===== config.mk =====
export PLATFORM = sky130hd
export DESIGN_NAME = regfile_sb
export DESIGN_NICKNAME = d
export VERILOG_FILES = /design/src/rtl/regfile_sb.sv
export SDC_FILE = /design/constraint.sdc
export NUM_CORES = 2
export LEC_CHECK = 0
export CORE_MARGIN = 1
export CORE_UTILIZATION = 57
export DETAILED_ROUTE_END_ITERATION = 10
export GPL_ROUTABILITY_DRIVEN = 0
export PLACE_DENSITY = 0.77
export SLEW_MARGIN = 5
export SYNTH_ARGS = -nofsm -noshare
export SYNTH_HDL_FRONTEND = slang
export SYNTH_SLANG_ARGS = --single-unit

===== constraint.sdc =====
create_clock -name clk -period 3.2 [get_ports clk]
set_clock_uncertainty 0.15 [all_clocks]
set_input_delay 0.48 -clock clk [delete_from_list [all_inputs] [get_ports clk]]
set_output_delay 0.48 -clock clk [all_outputs]
set_load 0.02 [all_outputs]

===== src/rtl/regfile_sb.sv =====
// ---------------------------------------------------------------------------
// regfile_sb
//   General-purpose register file for the pipelined CPU, with a pending-write
//   scoreboard. It has one writeback port and two combinational read ports.
//   A write that lands in the same cycle as a read of the same register is
//   bypassed to the reader. Each register has a busy bit. The ID stage sets a
//   busy bit when an instruction reserves that register as its destination,
//   and the WB stage clears it on writeback. The ID stage uses the busy bits
//   to generate RAW-hazard stalls.
//
// Parameters
//   DATA_W   register width in bits
//   ADDR_W   register index width; depth = 2**ADDR_W
//   ZERO_REG 1 = register 0 reads 0 and is never written or reserved
//
// Ports
//   clk, rst_n         clock (rising edge), asynchronous active-low reset
//   rf_ena             read enable; 0 forces read data, busy and stall to 0
//   rsc, rtc           read port A / B indices
//   rs_used, rt_used   ID stage consumes port A / B this cycle
//   rs_data, rt_data   combinational read data with writeback bypass
//   rs_busy, rt_busy   selected register has an outstanding write
//   stall              RAW hazard on a consumed port
//   iss_en, iss_rd     reserve destination register iss_rd
//   wb_en, wb_rd,
//   wb_data            writeback strobe, index and data
//   busy_cnt           number of registers currently reserved
// ---------------------------------------------------------------------------
module regfile_sb #(
  parameter int DATA_W   = 32,
  parameter int ADDR_W   = 5,
  parameter int ZERO_REG = 1
) (
  input  logic              clk,
  input  logic              rst_n,
  input  logic              rf_ena,
  input  logic [ADDR_W-1:0] rsc,
  input  logic [ADDR_W-1:0] rtc,
  input  logic              rs_used,
  input  logic              rt_used,
  output logic [DATA_W-1:0] rs_data,
  output logic [DATA_W-1:0] rt_data,
  output logic              rs_busy,
  output logic              rt_busy,
  output logic              stall,
  input  logic              iss_en,
  input  logic [ADDR_W-1:0] iss_rd,
  input  logic              wb_en,
  input  logic [ADDR_W-1:0] wb_rd,
  input  logic [DATA_W-1:0] wb_data,
  output logic [ADDR_W:0]   busy_cnt
);

  localparam int   DEPTH   = 2 ** ADDR_W;
  localparam int   CNT_W   = ADDR_W + 1;
  localparam logic HW_ZERO = (ZERO_REG != 0);

  logic [DATA_W-1:0] regs_q [DEPTH];
  logic [DEPTH-1:0]  busy_q, busy_d;
  logic [CNT_W-1:0]  busy_cnt_q, busy_cnt_d;

  logic wrValid, setValid, cntInc, cntDec;
  logic rsIsZero, rtIsZero, rsBypass, rtBypass;

  // When register 0 is hardwired, writes and reservations aimed at it are
  // dropped here, so the storage and scoreboard never hold state for it.
  assign wrValid  = wb_en  && !(HW_ZERO && (wb_rd  == '0));
  assign setValid = iss_en && !(HW_ZERO && (iss_rd == '0));

  // Register storage
  always_ff @(posedge clk or negedge rst_n) begin
    if (!rst_n) begin
      for (int i = 0; i < DEPTH; i++) begin
        regs_q[i] <= '0;
      end
    end else if (wrValid) begin
      regs_q[wb_rd] <= wb_data;
    end
  end

  // Apply the clear first and the set second. When both hit the same index,
  // the reservation from the newer producer survives.
  always_comb begin
    busy_d = busy_q;
    if (wb_en) begin
      busy_d[wb_rd] = 1'b0;
    end
    if (setValid) begin
      busy_d[iss_rd] = 1'b1;
    end
  end

  // The counter tracks the popcount of busy_q incrementally. A set counts only
  // if the register was idle. A clear counts only if the register was busy
  // and is not re-reserved on the same edge.
  always_comb begin
    cntInc     = setValid && !busy_q[iss_rd];
    cntDec     = wb_en && busy_q[wb_rd] && !(setValid && (iss_rd == wb_rd));
    busy_cnt_d = busy_cnt_q;
    if (cntInc && !cntDec) begin
      busy_cnt_d = busy_cnt_q + CNT_W'(1);
    end else if (cntDec && !cntInc) begin
      busy_cnt_d = busy_cnt_q - CNT_W'(1);
    end
  end

  always_ff @(posedge clk or negedge rst_n) begin
    if (!rst_n) begin
      busy_q     <= '0;
      busy_cnt_q <= '0;
    end else begin
      busy_q     <= busy_d;
      busy_cnt_q <= busy_cnt_d;
    end
  end

  assign busy_cnt = busy_cnt_q;

  // The bypass is suppressed for register 0. A write to r0 is ignored, so
  // forwarding its data would be wrong.
  assign rsIsZero = HW_ZERO && (rsc == '0);
  assign rtIsZero = HW_ZERO && (rtc == '0);
  assign rsBypass = wb_en && (wb_rd == rsc) && !rsIsZero;
  assign rtBypass = wb_en && (wb_rd == rtc) && !rtIsZero;

  always_comb begin
    rs_data = '0;
    if (rf_ena) begin
      if (rsBypass) begin
        rs_data = wb_data;
      end else if (!rsIsZero) begin
        rs_data = regs_q[rsc];
      end
    end
  end

  always_comb begin
    rt_data = '0;
    if (rf_ena) begin
      if (rtBypass) begin
        rt_data = wb_data;
      end else if (!rtIsZero) begin
        rt_data = regs_q[rtc];
      end
    end
  end

  // A register being written back this cycle is served by the bypass, so it
  // is not reported busy. This avoids a needless stall.
  assign rs_busy = rf_ena && busy_q[rsc] && !(wb_en && (wb_rd == rsc));
  assign rt_busy = rf_ena && busy_q[rtc] && !(wb_en && (wb_rd == rtc));
  assign stall   = (rs_busy && rs_used) || (rt_busy && rt_used);

endmodule


**Yosys cells after proc, flatten, opt, wreduce, memory -nomap -nowiden**

Cells that the tools add are included.
W data, S select, Z words.

- Bits in registers: 1062
- Bits of input ports: 59
- Output and inout bits: 73
- Logic and storage cells: 123

- Add/subtract/negate cells: 2
- $lt $le $gt $ge: 10
- Equality and inequality tests: 3
- Multiplexer cells: 31
- Bitwise gates (word level): 6
- Reductions and logical operators: 37

Operators with widths:

| kind | count |
|---|---|
| $bwmux W1024 | 1 |
| $mux W32 | 13 |
| $bmux W32 S5 | 2 |
| $demux W32 S5 | 1 |
| $and A32 B32 Y32 | 1 |
| $not A32 Y32 | 1 |
| $or A32 B32 Y32 | 1 |
| $lt A5 B6 Y1 const B | 4 |
| $logic_and A1 B1 Y1 | 21 |
| $bmux W1 S5 | 4 |
| $logic_not A5 Y1 | 4 |
| $ge A6 B6 Y1 const B | 3 |
| $not A5 Y6 | 3 |
| $eq A5 B5 Y1 | 3 |
| $mux W6 | 2 |
| $demux W1 S5 | 2 |
| $ge A5 B1 Y1 const B | 2 |
| $logic_not A1 Y1 | 10 |
| $add A6 B1 Y6 const B | 1 |
| $lt A6 B1 Y1 const B | 1 |
| $mux W1 | 6 |
| $sub A6 B1 Y6 const B | 1 |
| $reduce_bool A2 Y1 | 1 |
| $logic_or A1 B1 Y1 | 1 |

**Longest topological paths before layout**

- Word-level depth: 9
- Mapped depth: 15
- Mapped depth without buffers: 13

**Worst setup path after synthesis**

No wires, ideal clock.

- Path kind: input -> register
- Start point: in iss_rd[0]
- End point: reg busy_cnt_q[5] (netlist: busy_cnt[5])
- Arrival time: 3.467 ns
- Required time: 2.971 ns
- Slack: -0.496 ns
- Cell stages on the path: 12
- Buffers on the path: 1
- Cells stage by stage: buf_2 -> mux4_2 -> mux4_2 -> a211oi_1 -> ha_1 -> inv_1 -> ha_1 -> a21o_1 -> a21oi_1 -> or4_1 -> nand4_1 -> xor2_1

- Word-level cells in the longest chain between the ends: 9

Ends and longest elaborated chain:

| element | line | source |
|---|---|---|
| start, declared | 47 | `input logic [ADDR_W-1:0] iss_rd,` |
| branches (longest 9 deep; another with $bmux W1 S5) | - |  |
| end signal, assigned | 113 | `busy_cnt_q <= busy_cnt_d;` |
| end, declared | 60 | `logic [CNT_W-1:0] busy_cnt_q, busy_cnt_d;` |

Several ways; the timed one is not identified. The select of a mux whose other input is x is not followed.
A chain may end at the register's enable or synchronous reset.

**Final worst setup path**

- Start point: in rsc[0]
- End point: out rs_data[11]

- Word-level cells in the longest chain between the ends: 7

Ends and longest elaborated chain:

| element | line | source |
|---|---|---|
| start, declared | 37 | `input logic [ADDR_W-1:0] rsc,` |
| $not A5 Y6 (implied by the code) | 132 | `rs_data = regs_q[rsc];` |
| $bmux W32 S5 | 132 |  |
| $mux W32 (implied by the code) (2 in series) | 132 |  |
| $mux W32 | 131 | `end else if (!rsIsZero) begin` |
| $mux W32 * | 129 | `if (rsBypass) begin` |
| $mux W32 * | 128 | `if (rf_ena) begin` |
| end, declared | 41 | `output logic [DATA_W-1:0] rs_data,` |

Mark *: on every way between the ends. The rest lies on a longest branch, timed or not. The select of a mux whose other input is x is not followed.

==> metrics.csv <==
stage;metric;value;unit
synthesis;syn-num-nets;4406;
pwr;vdd_drop_max;660;uV
critical_path;cp_max_fo;6;
route;dr_total_vias;47746;
pwr;netSwitchingPower;13.0;mW
synthesis;yosys_warnings;0;
clocking;clockBufferDepth;3;
critical_path;arrival;2710;ps
route;drc;0;
job;drv_cap;0;
grt;antenna_found_initial;12;
synthesis;seq_area_frac_synth;45.1;%
route;routedWlPerCell;36.5;um
placement;place_hpwl;138000;um
synthesis;synth-seq-cells;1062;
pwr;power_frac_comb;25.3;%
clocking;numCtsBuffers;113;
cells_and_area;fin_cells;6353;
die;fp.dieW;323;um
cells_and_area;final_nets;4950;
critical_path;crit_path_cell_trace;buf_12 > buf_12 > buf_12 > xor2_4 > nor4_4 > buf_4 > buf_12 > nand3_4 > buf_6 > nor2_1 > a311oi_2 > buf_4 > buf_6;
grt;grt_first_pass_wirelength;328000;um
critical_path;cp.required;2570;ps
clocking;clock_sinks;1062;
route;wl;232000;um
status;status;finished, violations left;
die;design.die.area;105000;um2
pwr;p_int;30.4;mW
die;design.core.area;102000;um2
pwr;p_per_area;580;nW/um2
clocking;clk-insertion-delay-late;740;ps
synthesis;syn_area;58900;um2
sta;whs;103;ps
sta;finalMaxSlewViolations;0;
pwr;power_leakage;32.1;nW
pwr;clockPowerShare;32.7;%
sta;relSlewSlack;45.8;%
pwr;swShare;29.9;%
sta;finalSetupViolCount;31;
synthesis;async_reset_ff_share;100;%
sta;setup_ws;-144;ps
critical_path;cpPeakStageDelay;240;ps
clocking;root_buffer;clkbuf_16;
placement;io_buffers;131;
synthesis;ys.flop_type;dfrtp_1;
route;drt_iter0_drc;6902;
sta;fin_crit;3340;ps
route;vias_per_cell;7.52;
grt;grt_pass1_vias;48140;
critical_path;crit_slowest_cell;buf_6;
grt;grt.overflow.total;0;
die;std_cell_rows;117;
critical_path;worst-path-buf-inv;8;
worst_hold_path;hp-class;input port to async pin;
cells_and_area;syn_to_final_growth;27.0;%
sta;worst_slew_pin_slew;814;ps
grt;grtUsageTotal;43.5;%
sta;hold_viol;0;
critical_path;cp-end-kind;output pin;
clocking;cts_tree;yes;
placement;pre_cts_ws;-922;ps
synthesis;ys_types;64;
sta;clock.fmax;299;MHz
critical_path;crit_family;buffers and inverters;
sta;rsz0062_at_grt;true;
sta;min_period_over_period;104;%
grt;grt_max_degree;119;
die;dieHeight;323;um
status;violations;negative setup slack;
synthesis;synth_area_per_cell;13.6;um2
route;ant_nets;0;
route;firstDrtPassIters;9;
critical_path;startpoint_type;input port;
synthesis;synth_edf_count;0;
synthesis;synthCells;4341;
critical_path;worst_path_most_repeated_cell;buf_12;
die;pin_count;132;
placement;numPlacedInstances;6037;
cells_and_area;drive_above_1_share;58.5;%
die;start_util;57.7;%
clocking;clk_pin_slew;60;ps
critical_path;criticalPathCategory;input port to output pin;
pwr;seq_power_share;42.1;%
clocking;cts.htree.levels;3;
-- metal layers --
metal	global-route usage, %	routed length, um	vias to the layer above
met5	0	69	-
met2	62.0	98000	4273
met1	52.5	76200	24244
met4	33.5	22600	10
li1	-	-	17746
met3	18.0	35200	1473
-- sequential cells by signal, indices dropped and copies added (netlist names) --
name and flops:
regs_q 1024, busy_q 32, busy_cnt 6
-- through the flow --
step | setup TNS, ps | cell area, um2 | util [%] | total power [mW]
detailed placement | -42230 | 66700 | 65.4 | 27.7
floorplan | -180 | 59000 | - | 24.0
CTS | -274 | 73500 | 72.1 | 42.3
global route | -2070 | 74700 | 73.2 | 44.5
finish | -1520 | 74800 | 73.3 | 43.4
global placement | -40840 | 66700 | 65.4 | 27.1
-- worst paths after layout --
path / from / to / slack (ps) / cells after the start
setup / recovery: rsc[0] / rs_data[11] / -140 / 13
hold / removal: rst_n / regs_q[791]$_DFFE_PN0P_ / 100 / 2
setup reg to reg: busy_q[8]$_DFF_PN0_ / busy_cnt[5]$_DFFE_PN0P_ / -80 / 12
hold reg to reg: regs_q[1007]$_DFFE_PN0P_ / regs_q[1007]$_DFFE_PN0P_ / 250 / 0
max in group asynchronous: rst_n / regs_q[252]$_DFFE_PN0P_ / 1690 / 3
min in group clk: regs_q[1007]$_DFFE_PN0P_ / regs_q[1007]$_DFFE_PN0P_ / 250 / 0
-- power groups by stage --
| stage | clock network [mW] | registers, mW | logic (mW) |
|---|---|---|---|
| after floorplan | 0 | 17.5 | 6.44 |
| after global placement | 0 | 17.9 | 9.20 |
| final | 14.2 | 18.2 | 11.0 |
| after global routing | 14.7 | 18.4 | 11.4 |
| after detailed placement | 0 | 18.2 | 9.48 |
| after CTS | 14.1 | 18.0 | 10.3 |
-- logic make-up (layout without fill, tap and decap cells) --
group                      count (synthesis)  count (layout)  share of synthesized area [%]
muxes                                   1622            1622                           38.2
buffers and inverters                    490            1124                           4.15
DFF                                     1062            1062                           45.1
and+or+nand+nor                          599             600                           5.32
adders and majority gates                  6               6                          0.140
xor gates and xnor gates                  20              20                          0.297
other                                      0               9                              0
AOI/OAI and AO/OA                        542             542                           6.72
-- layout make-up --
cell class,count,area [um2]
diodes,9,22.5
fillers,5889,27300
flip-flops and latches,1062,26600
clock buffers,154,3200
repair buffers,914,9910
clock inverters,52,734
well taps,1368,1710
inverters,4,17.5
multi-input cells,2790,32600
-- cells in the mapped netlist (40+ instances only) --
library cell,number,area (um2)
a211oi_1,109,818
a21oi_1,62,310
a221oi_1,72,631
a22o_1,40,350
buf_2,152,761
buf_4,43,323
clkbuf_1,242,908
dfrtp_1,1062,26600
mux2_2,1123,12600
mux2i_1,94,941
mux4_2,388,8740
nand2_1,109,409
nor2_1,161,604
nor2b_1,108,676
nor4_1,85,532
o21ai_0,101,505
-- cells in the final DEF, fill, tap and decap left out, types with 18 or more instances in the layout --
cell and instances:
mux2_2 1114, dfrtp_1 1057, buf_4 565, mux4_2 388, buf_12 161, clkbuf_16 120
nor2b_1 106, nor2_1 94, nand2_1 92, mux2i_1 92, a211oi_1 92, o21ai_0 88
buf_6 88, nor2_4 46, clkdlybuf4s50_1 46, nor4_4 44, a21oi_1 38, a22o_1 37
a221oi_2 28, nor4_2 27, a221oi_1 26, nor2_2 26, a211o_1 26, clkinv_2 26
nor3b_1 24, a221o_1 22, o22a_1 21, clkbuf_8 21, clkbuf_1 20, nand2_2 19
a221oi_4 18
-- worst reg2reg max path: cells and delay by family (launching register included) --
kind	cells	cell delay [ps]
DFF	1	440
AOI/OAI and AO/OA	3	500
muxes	1	460
and+or+nand+nor	3	630
buffers and inverters	2	250
xor gates and xnor gates	1	140
adders and majority gates	2	640
-- timing repair --
item	in CTS	in global routing
cloned	18	4
endpoints found under the setup margin	68	69
hold buffers	1	0
buffers inserted	88	53
hold endpoints to repair	315	0
gates resized for setup	646	204
pin swaps	126	124
(Power assumes the default switching activity.)
